==> src/rtl/instr_fetch_queue.sv <==
// Sequential instruction fetch front end with an in-order response queue and redirect flush.
// Optional misaligned-redirect halt is enabled by defining IFQ_ALIGN_CHECK_EN.
module instr_fetch_queue #(
  parameter int unsigned DEPTH    = 4,
  parameter logic [31:0] RESET_PC = 32'h0000_0000
) (
  input  logic        clk2,
  input  logic        reset2_n,
  input  logic        redirect_valid,
  input  logic [31:0] redirect_pc,
  output logic        mem_req_valid,
  output logic [31:0] mem_req_addr,
  input  logic        mem_req_ready,
  input  logic        mem_rsp_valid,
  input  logic [31:0] mem_rsp_data,
  output logic        inst_valid,
  output logic [31:0] inst_data,
  output logic [31:0] inst_pc,
  input  logic        inst_ready,
  output logic        fetch_misaligned
);

  localparam int unsigned PW = $clog2(DEPTH);
  localparam int unsigned CW = PW + 1;

`ifdef IFQ_ALIGN_CHECK_EN
  typedef enum logic [1:0] {StRun, StDrain, StHalt} state_e;
`else
  typedef enum logic [1:0] {StRun, StDrain} state_e;
`endif

  state_e        r_state;
  logic [31:0]   r_fetch_pc;
  logic [31:0]   r_rsp_pc;
  logic [31:0]   r_q_data [DEPTH];
  logic [31:0]   r_q_pc   [DEPTH];
  logic [PW-1:0] r_rd_ptr;
  logic [PW-1:0] r_wr_ptr;
  logic [CW-1:0] r_count;
  logic [CW-1:0] r_outstanding;
  logic [CW-1:0] r_discard;

  logic          w_credit;
  logic [CW:0]   w_credit_sum;
  logic          w_req_valid;
  logic          w_req_hs;
  logic          w_enq;
  logic          w_deq;
  logic [31:0]   w_redir_pc;
  logic [CW-1:0] w_out_next;

`ifdef IFQ_ALIGN_CHECK_EN
  logic r_misaligned;
  logic w_redir_misaligned;

  assign w_redir_misaligned = redirect_valid && (redirect_pc[1:0] != 2'b00);
  assign w_redir_pc         = redirect_pc;
  assign fetch_misaligned   = r_misaligned;
`else
  logic w_unused_pc_lsb;

  assign w_unused_pc_lsb  = ^redirect_pc[1:0];
  assign w_redir_pc       = {redirect_pc[31:2], 2'b00};
  assign fetch_misaligned = 1'b0;
`endif

  // Credit covers both queued entries and requests whose responses have not returned yet.
  assign w_credit_sum = {1'b0, r_count} + {1'b0, r_outstanding};
  assign w_credit     = w_credit_sum < (CW + 1)'(DEPTH);

  // Gated by reset so nothing is requested while reset is held.
  assign w_req_valid = reset2_n && (r_state == StRun) && !redirect_valid && w_credit;
  assign w_req_hs    = w_req_valid && mem_req_ready;
  assign w_enq       = mem_rsp_valid && (r_state == StRun) && !redirect_valid;
  assign w_deq       = inst_valid && inst_ready;
  assign w_out_next  = r_outstanding + CW'(w_req_hs) - CW'(mem_rsp_valid);

  assign mem_req_valid = w_req_valid;
  assign mem_req_addr  = r_fetch_pc;
  assign inst_valid    = (r_count != '0);
  assign inst_data     = r_q_data[r_rd_ptr];
  assign inst_pc       = r_q_pc[r_rd_ptr];

  always_ff @(posedge clk2 or negedge reset2_n) begin
    if (!reset2_n) begin
      r_state       <= StRun;
      r_fetch_pc    <= RESET_PC;
      r_rsp_pc      <= RESET_PC;
      r_rd_ptr      <= '0;
      r_wr_ptr      <= '0;
      r_count       <= '0;
      r_outstanding <= '0;
      r_discard     <= '0;
`ifdef IFQ_ALIGN_CHECK_EN
      r_misaligned  <= 1'b0;
`endif
    end else begin
      r_outstanding <= w_out_next;
      if (redirect_valid) begin
        r_fetch_pc <= w_redir_pc;
        r_rsp_pc   <= w_redir_pc;
        r_rd_ptr   <= '0;
        r_wr_ptr   <= '0;
        r_count    <= '0;
        // Everything still in flight after this edge belongs to the old stream.
        r_discard  <= w_out_next;
        if (w_out_next != '0) begin
          r_state <= StDrain;
        end else begin
          r_state <= StRun;
        end
`ifdef IFQ_ALIGN_CHECK_EN
        r_misaligned <= w_redir_misaligned;
        if (w_redir_misaligned) begin
          r_state <= StHalt;
        end
`endif
      end else begin
        if (w_req_hs) begin
          r_fetch_pc <= r_fetch_pc + 32'd4;
        end
        if (w_enq) begin
          r_rsp_pc <= r_rsp_pc + 32'd4;
          r_wr_ptr <= r_wr_ptr + PW'(1);
        end
        if (w_deq) begin
          r_rd_ptr <= r_rd_ptr + PW'(1);
        end
        r_count <= r_count + CW'(w_enq) - CW'(w_deq);
        unique case (r_state)
          StRun: begin
          end
          StDrain: begin
            if (mem_rsp_valid) begin
              r_discard <= r_discard - CW'(1);
              if (r_discard == CW'(1)) begin
                r_state <= StRun;
              end
            end
          end
`ifdef IFQ_ALIGN_CHECK_EN
          StHalt: begin
            if (mem_rsp_valid && (r_discard != '0)) begin
              r_discard <= r_discard - CW'(1);
            end
          end
`endif
          default: r_state <= StRun;
        endcase
      end
    end
  end

  always_ff @(posedge clk2 or negedge reset2_n) begin
    if (!reset2_n) begin
      for (int i = 0; i < DEPTH; i++) begin
        r_q_data[i] <= '0;
        r_q_pc[i]   <= '0;
      end
    end else if (w_enq) begin
      r_q_data[r_wr_ptr] <= mem_rsp_data;
      r_q_pc[r_wr_ptr]   <= r_rsp_pc;
    end
  end

endmodule

==> config.mk <==
export PLATFORM = sky130hd
export DESIGN_NAME = instr_fetch_queue
export DESIGN_NICKNAME = d
export VERILOG_FILES = /design/src/rtl/instr_fetch_queue.sv
export SDC_FILE = /design/constraint.sdc
export NUM_CORES = 1
export LEC_CHECK = 0
export ABC_AREA = 1
export CAP_MARGIN = 20
export CORE_UTILIZATION = 57
export CTS_CLUSTER_DIAMETER = 150
export DETAILED_ROUTE_END_ITERATION = 16
export PLACE_DENSITY = 0.8
export SLEW_MARGIN = 20
export SYNTH_ARGS = -nofsm -noshare
export SYNTH_HDL_FRONTEND = slang
export SYNTH_SLANG_ARGS = --single-unit
==> constraint.sdc <==
create_clock -name clk2 -period 2.7 [get_ports clk2]
set_input_delay 0.27 -clock clk2 [delete_from_list [all_inputs] [get_ports clk2]]
set_output_delay 0.27 -clock clk2 [all_outputs]
set_load 0.02 [all_outputs]
Yosys cells after proc, flatten, opt, wreduce, memory -nomap -nowiden:

Cells that the tools add are included.

* bits in registers: 335
* input bits: 70
* logic and storage cells: 83
* output and inout bits: 99

* multiplexer cells: 27
* bitwise logic cells: 2
* eq/ne operators: 5
* order comparisons: 4
* add/subtract/negate cells: 10
* reductions and logical operators: 19

Operators by type and width (number)
* 32-bit two-way mux: 9
* 128-bit bitwise mux: 2
* 32-bit binary-select mux with 2-bit select: 2
* 32-bit by 3-bit adder with 32-bit output (second input constant): 2
* 32-bit demux with 2-bit select: 1
* 2-bit two-way mux: 7
* 3-bit two-way mux: 4
* 2-bit nonzero test: 5
* 1-bit logical AND: 8
* 3-bit by 1-bit adder with 3-bit output: 2
* 3-bit greater-or-equal comparator (second input constant): 2
* 3-bit inequality test (second input constant): 2
* 2-bit inverter with 3-bit output: 2
* 3-bit nonzero test: 2
* 3-bit by 1-bit subtractor with 3-bit output: 2
* 2-bit by 1-bit adder with 2-bit output (second input constant): 2
* 3-bit by 3-bit adder with 4-bit output: 1
* 4-bit by 3-bit < comparator with 1-bit output (second input constant): 1
* 2-bit case mux with 2 select lines: 1
* 3-bit by 1-bit == test with 1-bit output (second input constant): 1
* 3-bit by 1-bit < comparator with 1-bit output (second input constant): 1
* 3-bit AND reduction: 1
* 3-bit by 1-bit subtractor with 3-bit output (second input constant): 1
* 2-bit by 1-bit == test with 1-bit output (second input constant): 1
* 5 further kinds: 5

Depth between registers and ports, before layout:

* depth after elaboration: 10
* gate-level depth with buffers: 12

Worst setup path before layout:

OpenSTA, ideal clock, no wires.

* kind: reg2reg
* from: reg r_count[1]
* to: reg r_state[0]
* setup slack: 194 ps
* stages on the path, launching flop included: 12
* arrival: 2365 ps
* clock period less this slack: 2506 ps
* library setup time: 141 ps
* cells stage by stage: dfrtp_1 ha_1 nand3_1 nand2_1 nor2_2 nand2_2 ha_1 inv_1 ha_1 fa_1 o21ai_0 nand3_1

* word-level cells in the longest chain between the ends: 9

RTL lines
* start, declared: RTL line 39 `logic [CW-1:0] r_count;`
* start signal, assigned: RTL line 129 `r_count <= r_count + CW'(w_enq) - CW'(w_deq);`
* 3-bit by 3-bit adder with 4-bit output: RTL line 68 `assign w_credit_sum = {1'b0, r_count} + {1'b0, r_outstanding};`
* 4-bit by 3-bit < comparator with 1-bit output: RTL line 69 `assign w_credit = w_credit_sum < (CW + 1)'(DEPTH);`
* 1-bit logical AND: RTL line 72 `assign w_req_valid = reset2_n && (r_state == StRun) && !redirect_valid && w_credit;`
* via mem_req_valid: RTL line 11 `output logic mem_req_valid,`
* 1-bit logical AND: RTL line 73 `assign w_req_hs = w_req_valid && mem_req_ready;`
* 3-bit by 1-bit adder with 3-bit output: RTL line 76 `assign w_out_next = r_outstanding + CW'(w_req_hs) - CW'(mem_rsp_valid);`
* 3-bit by 1-bit subtractor with 3-bit output: RTL line 76
* via w_out_next[1]: RTL line 50 `logic [CW-1:0] w_out_next;`
* 3-bit nonzero test: RTL line 107 `if (w_out_next != '0) begin`
* 1-bit two-way mux: RTL line 107
* 2-bit two-way mux: RTL line 99 `if (redirect_valid) begin`
* end signal, assigned: RTL line 86 `r_state <= StRun;`
* end signal, assigned: RTL line 108 `r_state <= StDrain;`
* end signal, assigned: RTL line 110 `r_state <= StRun;`
* end, declared: RTL line 32 `state_e r_state;`

The timed path passes the listed nets, and every way through them passes these cells.
A chain may end at the register's enable or synchronous reset.

Worst setup path in the final report:

* from: reg r_rd_ptr[0]
* to: out inst_data[16]

* word-level cells in the longest chain between the ends: 4

RTL lines
* start, declared: RTL line 37 `logic [PW-1:0] r_rd_ptr;`
* start signal, assigned: RTL line 127 `r_rd_ptr <= r_rd_ptr + PW'(1);`
* 2-bit inverter with 3-bit output (implied by the code): RTL line 81 `assign inst_data = r_q_data[r_rd_ptr];`
* 32-bit binary-select mux with 2-bit select: RTL line 81
* 32-bit two-way mux (implied by the code) (2 in series): RTL line 81
* end, declared: RTL line 17 `output logic [31:0] inst_data,`

Every way passes these cells. The select of a mux whose other input is x is not followed.

==> impl_metrics.env <==
export IMPL_first_iter_violations=1498
export IMPL_vias_in_the_first_global_route=13800
export IMPL_timing_critical_path_arrival_ns=2.36
export IMPL_total_area_of_multi_input_combinational_cells_mm2=0.006450
export IMPL_die_height_um=167.4
export IMPL_cap_viol_max_count=0
export IMPL_globalplace_congestion=0.9600
export IMPL_r2r_setup_slack_ns=0.25
export IMPL_placedCellCount=2382
export IMPL_cts_path_max_buffers=3
export IMPL_final_hold_viol_count=0
export IMPL_worst_setup_path_type="flip-flop to output pin"
export IMPL_die_w_um=167.4
export IMPL_postSynth_topFlopCell="sky130_fd_sc_hd__dfrtp_1"
export IMPL_r2r_end="r_discard[2]$_DFFE_PN0P_"
export IMPL_slew_headroom_pct=50.83
export IMPL_ys_seq_elements=322
export IMPL_num_io_pins=169
export IMPL_tritoncts="yes"
export IMPL_netlist_instances=1959
export IMPL_cts_buffers=36
export IMPL_fin_skew_ns=0.01402
export IMPL_mostFrequentLayoutCells="480 x sky130_fd_sc_hd__nand2_1, 420 x sky130_fd_sc_hd__o21ai_0, 320 x sky130_fd_sc_hd__dfrtp_1"
export IMPL_timing_rr_start="r_count[1]$_DFF_PN0_"
export IMPL_timing_final_max_slew_violations=0
export IMPL_synthesis_area_mm2=0.01559
export IMPL_dp_worst_setup_slack_ns=0.1925
export IMPL_report_final_setup_viol=0
export IMPL_layout_cell_area_non_filler_mm2=0.01884
export IMPL_initial_antenna_violation_count=0
export IMPL_crit_path_max_fanout=20
export IMPL_final_util_pct=70.09
export IMPL_worstHoldStart="redirect_valid"
export IMPL_post_synth_cell_area_avg_um2=7.956
export IMPL_worst_ep_required_time_ns=2.43
export IMPL_first_pass_iters=9
export IMPL_min_delay_worst_endpoint="r_count[0]$_DFF_PN0_"
export IMPL_synthesis_yosys_warnings=0
export IMPL_ctsHtreeMaxLevel=2
export IMPL_post_drt_via_cell_ratio=5.859
export IMPL_placement_io_buffers=161
export IMPL_status="complete, no violations"
export IMPL_seq_area_frac_synth_pct=51.70
export IMPL_power_density_mw_per_mm2=995.3
export IMPL_clock_root_buffer="sky130_fd_sc_hd__clkbuf_16"
export IMPL_final_instance_count_excl_fill=2448
export IMPL_rr_worst_depth=12
export IMPL_num_fill_cells=2086
export IMPL_post_drt_wl_per_cell_um=17.33
export IMPL_die_area_mm2=0.02801
export IMPL_number_of_synthesized_flops_with_an_enable_pin=0
export IMPL_clock_sink_count=322
export IMPL_route_antenna_remaining_nets=0
export IMPL_clk_insertion_delay_late_ns=0.51
export IMPL_post_route_worst_setup_slack_ns=0.06632
export IMPL_timing_final_crit_share_pct=97.54
export IMPL_global_route_overflow_total=0
export IMPL_regArea_mm2=0.008063
export IMPL_post_dp_hpwl_um=25860
export IMPL_most_common_library_cell_in_the_layout_ignoring_fill_and_taps="sky130_fd_sc_hd__nand2_1"
export IMPL_max_freq_ghz=0.3797
export IMPL_antenna_cells=0
export IMPL_final_period_minus_worst_setup_slack_ns=2.634
export IMPL_grt_total_usage_pct=30.30
export IMPL_std_cell_rows=60
export IMPL_place_area_mm2=0.01745
export IMPL_number_of_unique_standard_cell_types_used_by_synthesis=37
export IMPL_grt_first_pass_wirelength_um=68820
export IMPL_vdd_ir_drop_max_v=0.0004144
export IMPL_floorplan_core_area_mm2=0.02688
export IMPL_synthArstFlopShare_pct=100.0
export IMPL_start_kind="flip-flop"
export IMPL_clkTransAtPathRegs_ns=0.06
export IMPL_routed_wl_um=42420
export IMPL_worstHoldPathType="input pin to flip-flop"
export IMPL_tightestPinTransition_ns=0.7376
export IMPL_hold_path_depth=3
export IMPL_grt_setup_unrepaired="no"
export IMPL_vias=14340
export IMPL_power_static_leakage_nw=9.218
export IMPL_ratio_of_cells_with_drive_above_1_in_the_final_layout_pct=5.743
export IMPL_drc=0
export IMPL_grt_max_degree=193
export IMPL_area_growth_syn_to_layout_pct=20.86
export IMPL_worst_setup_path_end_kind="output pin"
export IMPL_final_nets=2169
export IMPL_initial_util_pct=57.99
==> how the worst max path moves through the flow <==
stage / to / slack [ns] / depth (start not counted) / from
final: inst_data[16] / 0.07 / 5 / r_rd_ptr[0]$_DFFE_PN0P_
after global routing: inst_pc[15] / 0.02 / 4 / r_rd_ptr[0]$_DFFE_PN0P_
after CTS: inst_pc[7] / -0.007 / 4 / r_rd_ptr[0]$_DFFE_PN0P_
after detailed placement: r_count[2]$_DFF_PN0_ / 0.19 / 10 / mem_rsp_valid
after global placement: r_count[2]$_DFF_PN0_ / 0.27 / 10 / mem_rsp_valid
after floorplan: r_state[0]$_DFFE_PN0P_ / 0.19 / 11 / r_count[1]$_DFF_PN0_
==> metrics by stage <==
| step | setup TNS (ns) | hold WS [ns] | total power [mW] |
|---|---|---|---|
| detailed placement | 0 | 0.3201 | 13.75 |
| CTS | -0.01810 | 0.2341 | 18.77 |
| global placement | 0 | 0.3154 | 13.51 |
| global route | 0 | 0.2559 | 19.77 |
| finish | 0 | 0.2541 | 18.75 |
| floorplan | 0 | -0.02559 | 10.88 |
==> routing by layer <==
metal  vias to the layer above  track usage, %  share of wire [%]
met5                         -               0                  0
met4                         0           11.29                2.6
met3                        78           4.940                8.1
met2                       682           48.91                 47
met1                      6886           41.40                 42
li1                       6697               -                  -
==> kinds of logic after synthesis <==
group,count (synthesis),synth area share (%)
AND/OR/NAND/NOR,803,20.61
AO/OA/AOI/OAI,551,18.74
flip-flops,322,51.70
buffers and inverters,259,7.144
adder cells (fa/ha/maj),16,1.381
XOR/XNOR,7,0.3934
other,1,0.02406
==> what timing repair did <==
action / CTS / global route
resized for setup: 11 / 41
hold endpoints to repair: 83 / 0
hold buffers: 1 / 0
endpoints found under the setup margin: 46 / 42
setup buffers: 0 / 0
gates cloned: 1 / 1
==> state kept, by name, summed over array words and instances, names as in the netlist <==
name / count
mem_req_addr: 30
r_count: 3
r_discard: 3
r_outstanding: 3
r_q_data: 128
r_q_pc: 120
r_rd_ptr: 2
r_rsp_pc: 30
r_state: 1
r_wr_ptr: 2
==> worst max-delay path, stage by stage, from the launching register on <==
cell	delay, ns
sky130_fd_sc_hd__dfrtp_4	0.58
sky130_fd_sc_hd__inv_8	0.18
sky130_fd_sc_hd__buf_6	0.21
sky130_fd_sc_hd__o21ai_0	0.09
sky130_fd_sc_hd__o22ai_1	0.12
sky130_fd_sc_hd__clkdlybuf4s50_1	0.66
==> report_power, final <==
part | internal, mW | leakage (nW) | switching (mW)
Clock | 2.99 | 0.587 | 1.92
Sequential | 6.15 | 4.20 | 0.882
Combinational | 2.74 | 4.43 | 4.06
Total | 11.9 | 9.22 | 6.86
==> cell usage after synthesis (all sizes together) (2+ instances only) <==
library cell | number | area share, %
clkbuf | 59 | 1.5
o22ai | 63 | 2.5
a31oi | 11 | 0.44
nand2 | 490 | 12
buf | 57 | 2.2
fa | 2 | 0.26
o21bai | 7 | 0.34
o21a | 3 | 0.14
nor2 | 221 | 5.6
nand3 | 67 | 2.2
clkinv | 2 | 0.048
nor3 | 14 | 0.45
a21oi | 24 | 0.77
inv | 141 | 3.4
xnor2 | 2 | 0.11
ha | 14 | 1.1
xor2 | 5 | 0.28
nand4 | 9 | 0.36
o211ai | 11 | 0.56
dfrtp | 322 | 52
o21ai | 428 | 14
==> cell type report <==
type	instances	area share [%]
clock inverters	10	0.7240
well taps	341	2.265
inverters	143	2.889
repair buffers	198	11.49
multi-input cells	1382	34.24
flip-flops and latches	322	42.80
clock buffers	52	5.586
(Power assumes the default switching activity.)
